$ cat src/rtl/sff_pkg.sv
// Shared types and defaults for the synchronous-FIFO burst reader.
// Defaults track the 8-bit FIFO this block reads from.
package sff_pkg;

    localparam int DEF_WIDTH = 8;
    localparam int DEF_LEN_W = 8;
    localparam int BUF_DEPTH = 2;
    localparam int CNT_W     = 2;

    typedef enum logic [1:0] {
        IDLE,
        RUN,
        DRAIN,
        DONE
    } sff_state_e;

endpackage

$ cat src/rtl/sff_out_buf.sv
// Two-entry FIFO-ordered output buffer; entry 0 is always the head.
// The caller guarantees no push when full and no pop when empty.
module sff_out_buf
    import sff_pkg::*;
#(
    parameter int WIDTH = DEF_WIDTH
) (
    input  logic             clk,
    input  logic             rst,
    input  logic             push,
    input  logic [WIDTH-1:0] push_data,
    input  logic             push_last,
    input  logic             pop,
    output logic [CNT_W-1:0] count,
    output logic [WIDTH-1:0] head_data,
    output logic             head_last
);

    logic [WIDTH-1:0] data1;
    logic             last1;

    always_ff @(posedge clk) begin
        if (!rst) begin
            count     <= '0;
            head_data <= '0;
            head_last <= 1'b0;
            data1     <= '0;
            last1     <= 1'b0;
        end else begin
            case ({push, pop})
                2'b10: begin
                    if (count == '0) begin
                        head_data <= push_data;
                        head_last <= push_last;
                    end else begin
                        data1 <= push_data;
                        last1 <= push_last;
                    end
                    count <= count + CNT_W'(1);
                end
                2'b01: begin
                    head_data <= data1;
                    head_last <= last1;
                    count     <= count - CNT_W'(1);
                end
                2'b11: begin
                    // Count stays put; with one entry the new word becomes the head.
                    if (count == CNT_W'(1)) begin
                        head_data <= push_data;
                        head_last <= push_last;
                    end else begin
                        head_data <= data1;
                        head_last <= last1;
                        data1     <= push_data;
                        last1     <= push_last;
                    end
                end
                default: ;
            endcase
        end
    end

endmodule

$ cat src/rtl/sff_burst_reader.sv
// Drains a fixed-length burst from a registered-output FIFO onto a
// valid/ready stream (valid holds until ready; a word moves when both are high).
module sff_burst_reader
    import sff_pkg::*;
#(
    parameter int WIDTH = DEF_WIDTH,
    parameter int LEN_W = DEF_LEN_W
) (
    input  logic             clk,
    input  logic             rst,
    input  logic             start,
    input  logic [LEN_W-1:0] len,
    output logic             busy,
    output logic             done,
    input  logic             fifo_empty,
    output logic             fifo_rd_en,
    input  logic [WIDTH-1:0] fifo_dout,
    output logic             m_valid,
    input  logic             m_ready,
    output logic [WIDTH-1:0] m_data,
    output logic             m_last
);

    sff_state_e       state;
    logic [LEN_W-1:0] len_q;
    logic [LEN_W-1:0] issued;
    logic [LEN_W-1:0] delivered;
    logic             inflight;
    logic [CNT_W-1:0] buf_cnt;
    logic             pop;
    logic [CNT_W:0]   occupancy;
    logic [LEN_W:0]   cap_idx;
    logic             push_last;

    assign pop     = m_valid & m_ready;
    assign m_valid = (buf_cnt != '0);

    // Credit counts the word leaving this cycle, so a full pipe still streams 1 word/cycle.
    assign occupancy  = {1'b0, buf_cnt} + {{CNT_W{1'b0}}, inflight} - {{CNT_W{1'b0}}, pop};
    assign fifo_rd_en = (state == RUN) && !fifo_empty && (issued != len_q)
                        && (occupancy < (CNT_W+1)'(BUF_DEPTH));

    // Zero-based index of the word being captured is delivered + words already buffered.
    assign cap_idx   = {1'b0, delivered} + (LEN_W+1)'(buf_cnt);
    assign push_last = (cap_idx == ({1'b0, len_q} - (LEN_W+1)'(1)));

    assign busy = (state != IDLE);
    assign done = (state == DONE);

    always_ff @(posedge clk) begin
        if (!rst) begin
            state     <= IDLE;
            len_q     <= '0;
            issued    <= '0;
            delivered <= '0;
            inflight  <= 1'b0;
        end else begin
            inflight <= fifo_rd_en;
            if (fifo_rd_en) issued <= issued + LEN_W'(1);
            if (pop) delivered <= delivered + LEN_W'(1);
            case (state)
                IDLE: begin
                    if (start) begin
                        len_q     <= len;
                        issued    <= '0;
                        delivered <= '0;
                        state     <= (len == '0) ? DONE : RUN;
                    end
                end
                RUN: begin
                    if (issued == len_q) state <= DRAIN;
                end
                DRAIN: begin
                    if (pop && (delivered == len_q - LEN_W'(1))) state <= DONE;
                end
                DONE:    state <= IDLE;
                default: state <= IDLE;
            endcase
        end
    end

    sff_out_buf #(
        .WIDTH(WIDTH)
    ) u_out_buf (
        .clk      (clk),
        .rst      (rst),
        .push     (inflight),
        .push_data(fifo_dout),
        .push_last(push_last),
        .pop      (pop),
        .count    (buf_cnt),
        .head_data(m_data),
        .head_last(m_last)
    );

endmodule

$ cat config.mk
export PLATFORM = sky130hd
export DESIGN_NAME = sff_burst_reader
export DESIGN_NICKNAME = d
export VERILOG_FILES = /design/src/rtl/sff_pkg.sv /design/src/rtl/sff_out_buf.sv /design/src/rtl/sff_burst_reader.sv
export SDC_FILE = /design/constraint.sdc
export NUM_CORES = 1
export LEC_CHECK = 0
export ABC_AREA = 1
export CORE_MARGIN = 2
export CORE_UTILIZATION = 45
export DETAILED_ROUTE_END_ITERATION = 7
export PLACE_DENSITY = 0.72
export SYNTH_ARGS = -nofsm -noshare
export SYNTH_HDL_FRONTEND = slang
export SYNTH_HIERARCHICAL = 1
export SYNTH_SLANG_ARGS = --single-unit
$ cat constraint.sdc
create_clock -name clk -period 4.5 [get_ports clk]
set_input_delay 0.9 -clock clk [delete_from_list [all_inputs] [get_ports clk]]
set_output_delay 0.9 -clock clk [all_outputs]
set_load 0.01 [all_outputs]
==> results of run 1 <==
cell usage after synthesis, drive strengths merged:
master,count
nand2,119
ha,17
fa,2
nand3b,9
a21boi,2
xor2,11
buf,6
nor3,4
a211oi,1
or2,4
a21oi,30
o21bai,1
nand4,4
nand3,39
nor4,2
inv,64
clkbuf,5
xnor2,8
and2,1
o21ai,25
dfxtp,47
nor2,78
critical path: cells and delay by family:
kind,cells,cell delay (ns)
AND/OR/NAND/NOR,4,0.42
buffers and inverters,7,1.38
adder cells (fa/ha/maj),2,0.72
layer usage:
metal | share of wire | track usage
met5 | 0 | 0
met4 | 0.0078 | 0.0448
met3 | 0.046 | 0.0265
met2 | 0.47 | 0.322
met1 | 0.47 | 0.271
per-stage QoR:
stage | hold WS (ns) | total power [W]
2_1_floorplan | 0.452 | 0.00127
3_3_place_gp | 0.462 | 0.00155
3_5_place_dp | 0.469 | 0.00158
4_1_cts | 0.493 | 0.00185
5_1_grt | 0.532 | 0.00202
6_report | 0.491 | 0.00184
cell families (layout without fill, tap and decap cells):
group                      after synthesis  in the layout
AOI/OAI and AO/OA                       59             59
xor gates and xnor gates                19             19
adders and majority gates               19             19
buffers and inverters                   75            110
DFF                                     47             47
and+or+nand+nor                        260            260
worst paths after layout:
path | from | to | slack [ns]
worst max-delay path | m_ready | fifo_rd_en | 0.17
worst min-delay path | u_out_buf/data1[0]$_SDFFE_PN0P_ | u_out_buf/data1[0]$_SDFFE_PN0P_ | 0.49
worst min register to register | u_out_buf/data1[0]$_SDFFE_PN0P_ | u_out_buf/data1[0]$_SDFFE_PN0P_ | 0.49
worst max register to register | u_out_buf/count[1]$_SDFFE_PN0P_ | issued[7]$_SDFF_PN0_ | 1.91
cell type report:
class,instances,area [sq um]
clock buffers,5,68.8
well taps,80,100
inverters,64,240
fillers,680,3150
multi-input cells,357,1870
repair buffers,38,368
clock inverters,3,23.8
flip-flops and latches,47,941
flip-flops by register name (all words and copies together) (netlist names):
signal               cells
u_out_buf/head_last      1
u_out_buf/last1          1
delivered                8
u_out_buf/data1          8
issued                   8
u_out_buf/head_data      8
u_out_buf/count          2
len_q                    8
state                    2
inflight                 1
where the power goes:
part | switching (W) | total (W) | internal, W
logic | 0.000553 | 0.000971 | 0.000419
clock network | 0.000152 | 0.000263 | 0.000111
registers | 0.0000934 | 0.000602 | 0.000508
total | 0.000798 | 0.00184 | 0.00104
==> results.sh, run 1 <==
export IMPL_place_area_sq_um=3510
export IMPL_timing_worst_setup_path_type="in2out"
export IMPL_grt_pass1_wl_mm=12.1
export IMPL_crit_path_cell_chain="clkdlybuf4s50_1, inv_1, nor2_2, ha_1, inv_1, nand2_1, fa_1, inv_1, nor3_1, buf_4, nand3_2, inv_1, clkdlybuf4s50_1"
export IMPL_totalWireLength_mm=6.82
export IMPL_synthCells=479
export IMPL_postSynthAreaPerCell_sq_um=6.51
export IMPL_syn_nets=519
export IMPL_cts_tree="built"
export IMPL_post_synth_main_area_contributors="dfxtp_1 (30%), nand2_1 (14%), nor2_1 (9.3%)"
export IMPL_cts_resized=0
export IMPL_final_max_slew_violation_count=0
export IMPL_clock_tree_root_buffer_cell="clkbuf_8"
export IMPL_place_gp_congestion=0.813
export IMPL_tritoncts_buffers=5
export IMPL_floorplan_rows=30
export IMPL_synth_compound_area_share=0.103
export IMPL_cpMaxStageDelayCell="clkdlybuf4s50_1"
export IMPL_ys_seq_area_frac=0.302
export IMPL_synth_cell_type_count=36
export IMPL_layout_min_cycle_time_ns=4.33
export IMPL_synth_top_family_by_area="simple AND/OR/NAND/NOR gates"
export IMPL_post_place_ws_ns=0.186
export IMPL_design_die_area_sq_um=7610
export IMPL_dp_cells=586
export IMPL_critPathMostFrequentCell="inv_1"
export IMPL_slew_headroom=0.516
export IMPL_final_setup_violation_count=0
export IMPL_mappedNetlistArea_sq_um=3120
export IMPL_cpPeakStageDelay_ns=0.53
export IMPL_maxCapViolations=0
export IMPL_yosys_warning_total=6
export IMPL_clock_insertion_delay_worst_skew_ns=0.30
export IMPL_cts_path_max_buffers=2
export IMPL_clk_transition_reported_paths_ns=0.09
export IMPL_power_leakage_nw=1.66
export IMPL_power_density_nw_per_um2=509
export IMPL_final_cell_mix="nand2_1 (114), nor2_1 (77), inv_1 (61)"
export IMPL_timing_final_hold_violations=0
export IMPL_critPathLaunchType="input pin"
export IMPL_layout_cells_most_common="nand2_1"
export IMPL_fmax_ghz=0.231
export IMPL_nets=553
export IMPL_finish_instance_area_sq_um=3610
export IMPL_grt_antenna_before_repair=0
export IMPL_synth_simple_gate_area_share=0.361
export IMPL_ctsHoldBuffers=0
export IMPL_detail_route_iter0_violations=155
export IMPL_groute_usage_overall=0.195
export IMPL_worstMarginPinSlew_ns=0.726
export IMPL_grt_pass1_vias=2730
export IMPL_area_delta_synth_final_pct=15.7
export IMPL_finalCritPeriodShare=0.962
export IMPL_worstSetupEndpointType="output pin"
export IMPL_hpwl_mm=5.28
export IMPL_detailroute_via_count=2926
export IMPL_drt_drc_violations_left=0
export IMPL_post_drt_via_cell_ratio=4.93
export IMPL_grt_start_max_net_pins=32
export IMPL_finalNonFillerCells=594
export IMPL_yosys_register_bits=47
export IMPL_antenna_cells_inserted=0
export IMPL_detailedRoute_firstPassIterationCount=4
export IMPL_synth_xor_area_frac=0.0534
export IMPL_timing_reg2reg_worst_path_depth=13
export IMPL_aggregate_global_routing_overflow=0
export IMPL_timing_final_ws_setup_ns=0.173
export IMPL_cts_num_sinks=47
export IMPL_cts_max_level=2
export IMPL_die_width_microns=87.2
export IMPL_io_pins=34
export IMPL_worst_ep_required_ns=3.60
export IMPL_peak_supply_drop_v=0.000248
export IMPL_timing_critical_path_arrival_ns=3.43
export IMPL_synth_fa_ha_area_frac=0.0811
export IMPL_core_area_sq_um=6760
export IMPL_fp_dieH_microns=87.2
export IMPL_min_delay_path_depth=2
export IMPL_min_delay_path_class="reg2reg"
export IMPL_utilization=0.534
export IMPL_cts_post_setup_buffers_inserted=0
export IMPL_final_tns_setup_ns=0
export IMPL_unrepaired_setup_endpoints_after_global_routing="no"
export IMPL_muxShareOfSynthArea=0
export IMPL_wl_per_cell_microns=11.5
export IMPL_synthDominantCellAreaShare=0.302
export IMPL_status="finished clean"
export IMPL_postRouteAntennaNets=0
export IMPL_netlist_top_cell_by_area="dfxtp_1"
export IMPL_final_setup_skew_ns=0.00367
export IMPL_worstPathMaxFanout=2
export IMPL_start_util=0.461
export IMPL_io_buffers=33
export IMPL_drive_gt1_frac=0.0603
Power figures use the tool's default switching activity.
==> run 2, diff against run 1 <==
==> constraint.sdc (replaced) <==
create_clock -name clk -period 4.5 [get_ports clk]
set_input_delay 0.9 -clock clk [delete_from_list [all_inputs] [get_ports clk]]
set_output_delay 0.9 -clock clk [all_outputs]
set_load 0.1 [all_outputs]
==> results.sh, run 2 (same netlist as run 1, synthesis figures left out) <==
export IMPL_design_die_area_sq_um=7610
export IMPL_grt_start_max_net_pins=32
export IMPL_place_gp_congestion=0.804
export IMPL_aggregate_global_routing_overflow=0
export IMPL_io_pins=34
export IMPL_final_tns_setup_ns=0
export IMPL_layout_min_cycle_time_ns=4.20
export IMPL_wl_per_cell_microns=11.8
export IMPL_power_leakage_nw=1.68
export IMPL_reg2reg_slack_ns=1.70
export IMPL_cts_path_max_buffers=2
export IMPL_status="finished clean"
export IMPL_grt_pass1_wl_mm=11.9
export IMPL_timing_final_hold_violations=0
export IMPL_detailroute_via_count=2962
export IMPL_nets=552
export IMPL_gr_usage_met2=0.323
export IMPL_final_cell_mix="nand2_1 (114), nor2_1 (77), inv_1 (61)"
export IMPL_clock_tree_root_buffer_cell="clkbuf_8"
export IMPL_peak_supply_drop_v=0.000369
export IMPL_power_density_nw_per_um2=624
export IMPL_grt_pass1_vias=2712
export IMPL_p_int_w=0.00114
export IMPL_worst_ep_required_ns=3.60
export IMPL_totalWireLength_mm=7.01
export IMPL_finalCritPeriodShare=0.934
export IMPL_layout_filler_cells=696
export IMPL_area_delta_synth_final_pct=17.2
export IMPL_start_util=0.461
export IMPL_global_route_usage_met3=0.0341
export IMPL_antenna_cells_inserted=0
export IMPL_cts_num_sinks=47
export IMPL_fp_dieH_microns=87.2
export IMPL_critPathLaunch="m_ready"
export IMPL_critPathLaunchType="input pin"
export IMPL_core_area_sq_um=6760
export IMPL_maxCapViolations=0
export IMPL_worstSetupEndpoint="fifo_rd_en"
export IMPL_timing_worst_setup_path_type="in2out"
export IMPL_gr_usage_met1=0.258
export IMPL_finish_instance_area_sq_um=3650
export IMPL_power_frac_comb=0.572
export IMPL_drive_gt1_frac=0.0604
export IMPL_detailedRoute_firstPassIterationCount=4
export IMPL_worstPathMaxFanout=2
export IMPL_detail_route_iter0_violations=152
export IMPL_busiest_layer="met2"
export IMPL_cts_max_level=2
export IMPL_post_drt_via_cell_ratio=4.99
export IMPL_fmax_ghz=0.238
export IMPL_power_share_switching=0.502
export IMPL_cts_post_setup_buffers_inserted=0
export IMPL_min_delay_path_class="reg2reg"
export IMPL_cts_resized=0
export IMPL_worstMarginPinSlew_ns=0.983
export IMPL_ctsHoldBuffers=0
export IMPL_power_frac_seq=0.265
export IMPL_tritoncts_buffers=5
export IMPL_unrepaired_setup_endpoints_after_global_routing="no"
export IMPL_clk_transition_reported_paths_ns=0.09
export IMPL_hpwl_mm=5.36
export IMPL_drt_drc_violations_left=0
export IMPL_floorplan_rows=30
export IMPL_cts_tree="built"
export IMPL_p_sw_w=0.00114
export IMPL_grt_antenna_before_repair=0
export IMPL_final_max_slew_violation_count=0
export IMPL_worstSetupEndpointType="output pin"
export IMPL_final_setup_violation_count=0
export IMPL_timing_critical_path_arrival_ns=3.30
export IMPL_postRouteAntennaNets=0
export IMPL_groute_usage_overall=0.195
export IMPL_critical_path_reg2reg_startpoint="u_out_buf/count[1]$_SDFFE_PN0P_"
export IMPL_final_setup_skew_ns=0.00312
export IMPL_place_area_sq_um=3520
export IMPL_timing_reg2reg_worst_path_depth=13
export IMPL_clock_insertion_delay_worst_skew_ns=0.30
export IMPL_clock_power_share=0.164
export IMPL_die_width_microns=87.2
export IMPL_slew_headroom=0.343
export IMPL_timing_rr_end="issued[4]$_SDFF_PN0_"
export IMPL_io_buffers=33
export IMPL_layout_cells_most_common="nand2_1"
run 2: stage by stage:
step | total power [W] | cells | hold WS, ns | setup WS (ns) | utilization
detailed placement | 0.00191 | 585 | 0.469 | 0.285 | 0.521
floorplan | 0.00162 | 479 | 0.452 | 0.485 | -
finish | 0.00228 | 593 | 0.491 | 0.298 | 0.541
global route | 0.00246 | 593 | 0.524 | 0.178 | 0.541
CTS | 0.00229 | 593 | 0.492 | 0.276 | 0.541
global placement | 0.00189 | 585 | 0.462 | 0.347 | 0.521
run 2: how the worst min path moves through the flow:
| stage | to | slack (ns) | depth (start not counted) | start |
|---|---|---|---|---|
| 5_1_grt | u_out_buf/data1[7]$_SDFFE_PN0P_ | 0.52 | 2 | u_out_buf/data1[7]$_SDFFE_PN0P_ |
| 2_1_floorplan | u_out_buf/data1[0]$_SDFFE_PN0P_ | 0.45 | 2 | u_out_buf/data1[0]$_SDFFE_PN0P_ |
| 3_3_place_gp | u_out_buf/data1[0]$_SDFFE_PN0P_ | 0.46 | 2 | u_out_buf/data1[0]$_SDFFE_PN0P_ |
| 6_report | u_out_buf/data1[0]$_SDFFE_PN0P_ | 0.49 | 2 | u_out_buf/data1[0]$_SDFFE_PN0P_ |
| 3_5_place_dp | u_out_buf/data1[0]$_SDFFE_PN0P_ | 0.47 | 2 | u_out_buf/data1[0]$_SDFFE_PN0P_ |
| 4_1_cts | u_out_buf/data1[0]$_SDFFE_PN0P_ | 0.49 | 2 | u_out_buf/data1[0]$_SDFFE_PN0P_ |
run 2: power groups by stage:
stage                     logic, W  clock network (W)  registers [W]
final                      0.00130           0.000373       0.000603
after global routing       0.00144           0.000397       0.000618
after CTS                  0.00130           0.000383       0.000605
after detailed placement   0.00130                  0       0.000614
after global placement     0.00128                  0       0.000609
after floorplan           0.000784                  0       0.000839
run 2: critical path: stages:
cell	delay (ns)
clkdlybuf4s50_1	0.45
inv_1	0.05
nor2_2	0.12
ha_1	0.23
inv_1	0.05
nand2_1	0.05
fa_1	0.48
inv_1	0.04
nor3_1	0.44
nand3_2	0.15
inv_1	0.14
buf_12	0.19
run 2: area by class of cell:
class | instances | area (sq um) | share of cell area
Multi-Input combinational cell | 357 | 1870 | 0.511
Sequential cell | 47 | 941 | 0.258
Timing Repair Buffer | 37 | 370 | 0.101
Inverter | 64 | 240 | 0.0658
Tap cell | 80 | 100 | 0.0274
Clock buffer | 5 | 68.8 | 0.0188
Clock inverter | 3 | 67.6 | 0.0185
run 2: layer usage:
layer / up-vias / routed length [microns]
li1: 1569 / -
met1: 1325 / 3350
met2: 55 / 3240
met3: 13 / 283
met4: 0 / 133
met5: - / 0
==> run 3, diff against run 2 <==
--- a/config.mk
+++ b/config.mk
@@ -6,6 +6,7 @@
 export NUM_CORES = 1
 export LEC_CHECK = 0
 export ABC_AREA = 1
+export CAP_MARGIN = 20
 export CORE_MARGIN = 2
 export CORE_UTILIZATION = 45
 export DETAILED_ROUTE_END_ITERATION = 7
==> results of run 3 <==
Same layout as run 2: the final DEF is identical, and so are final timing and power.
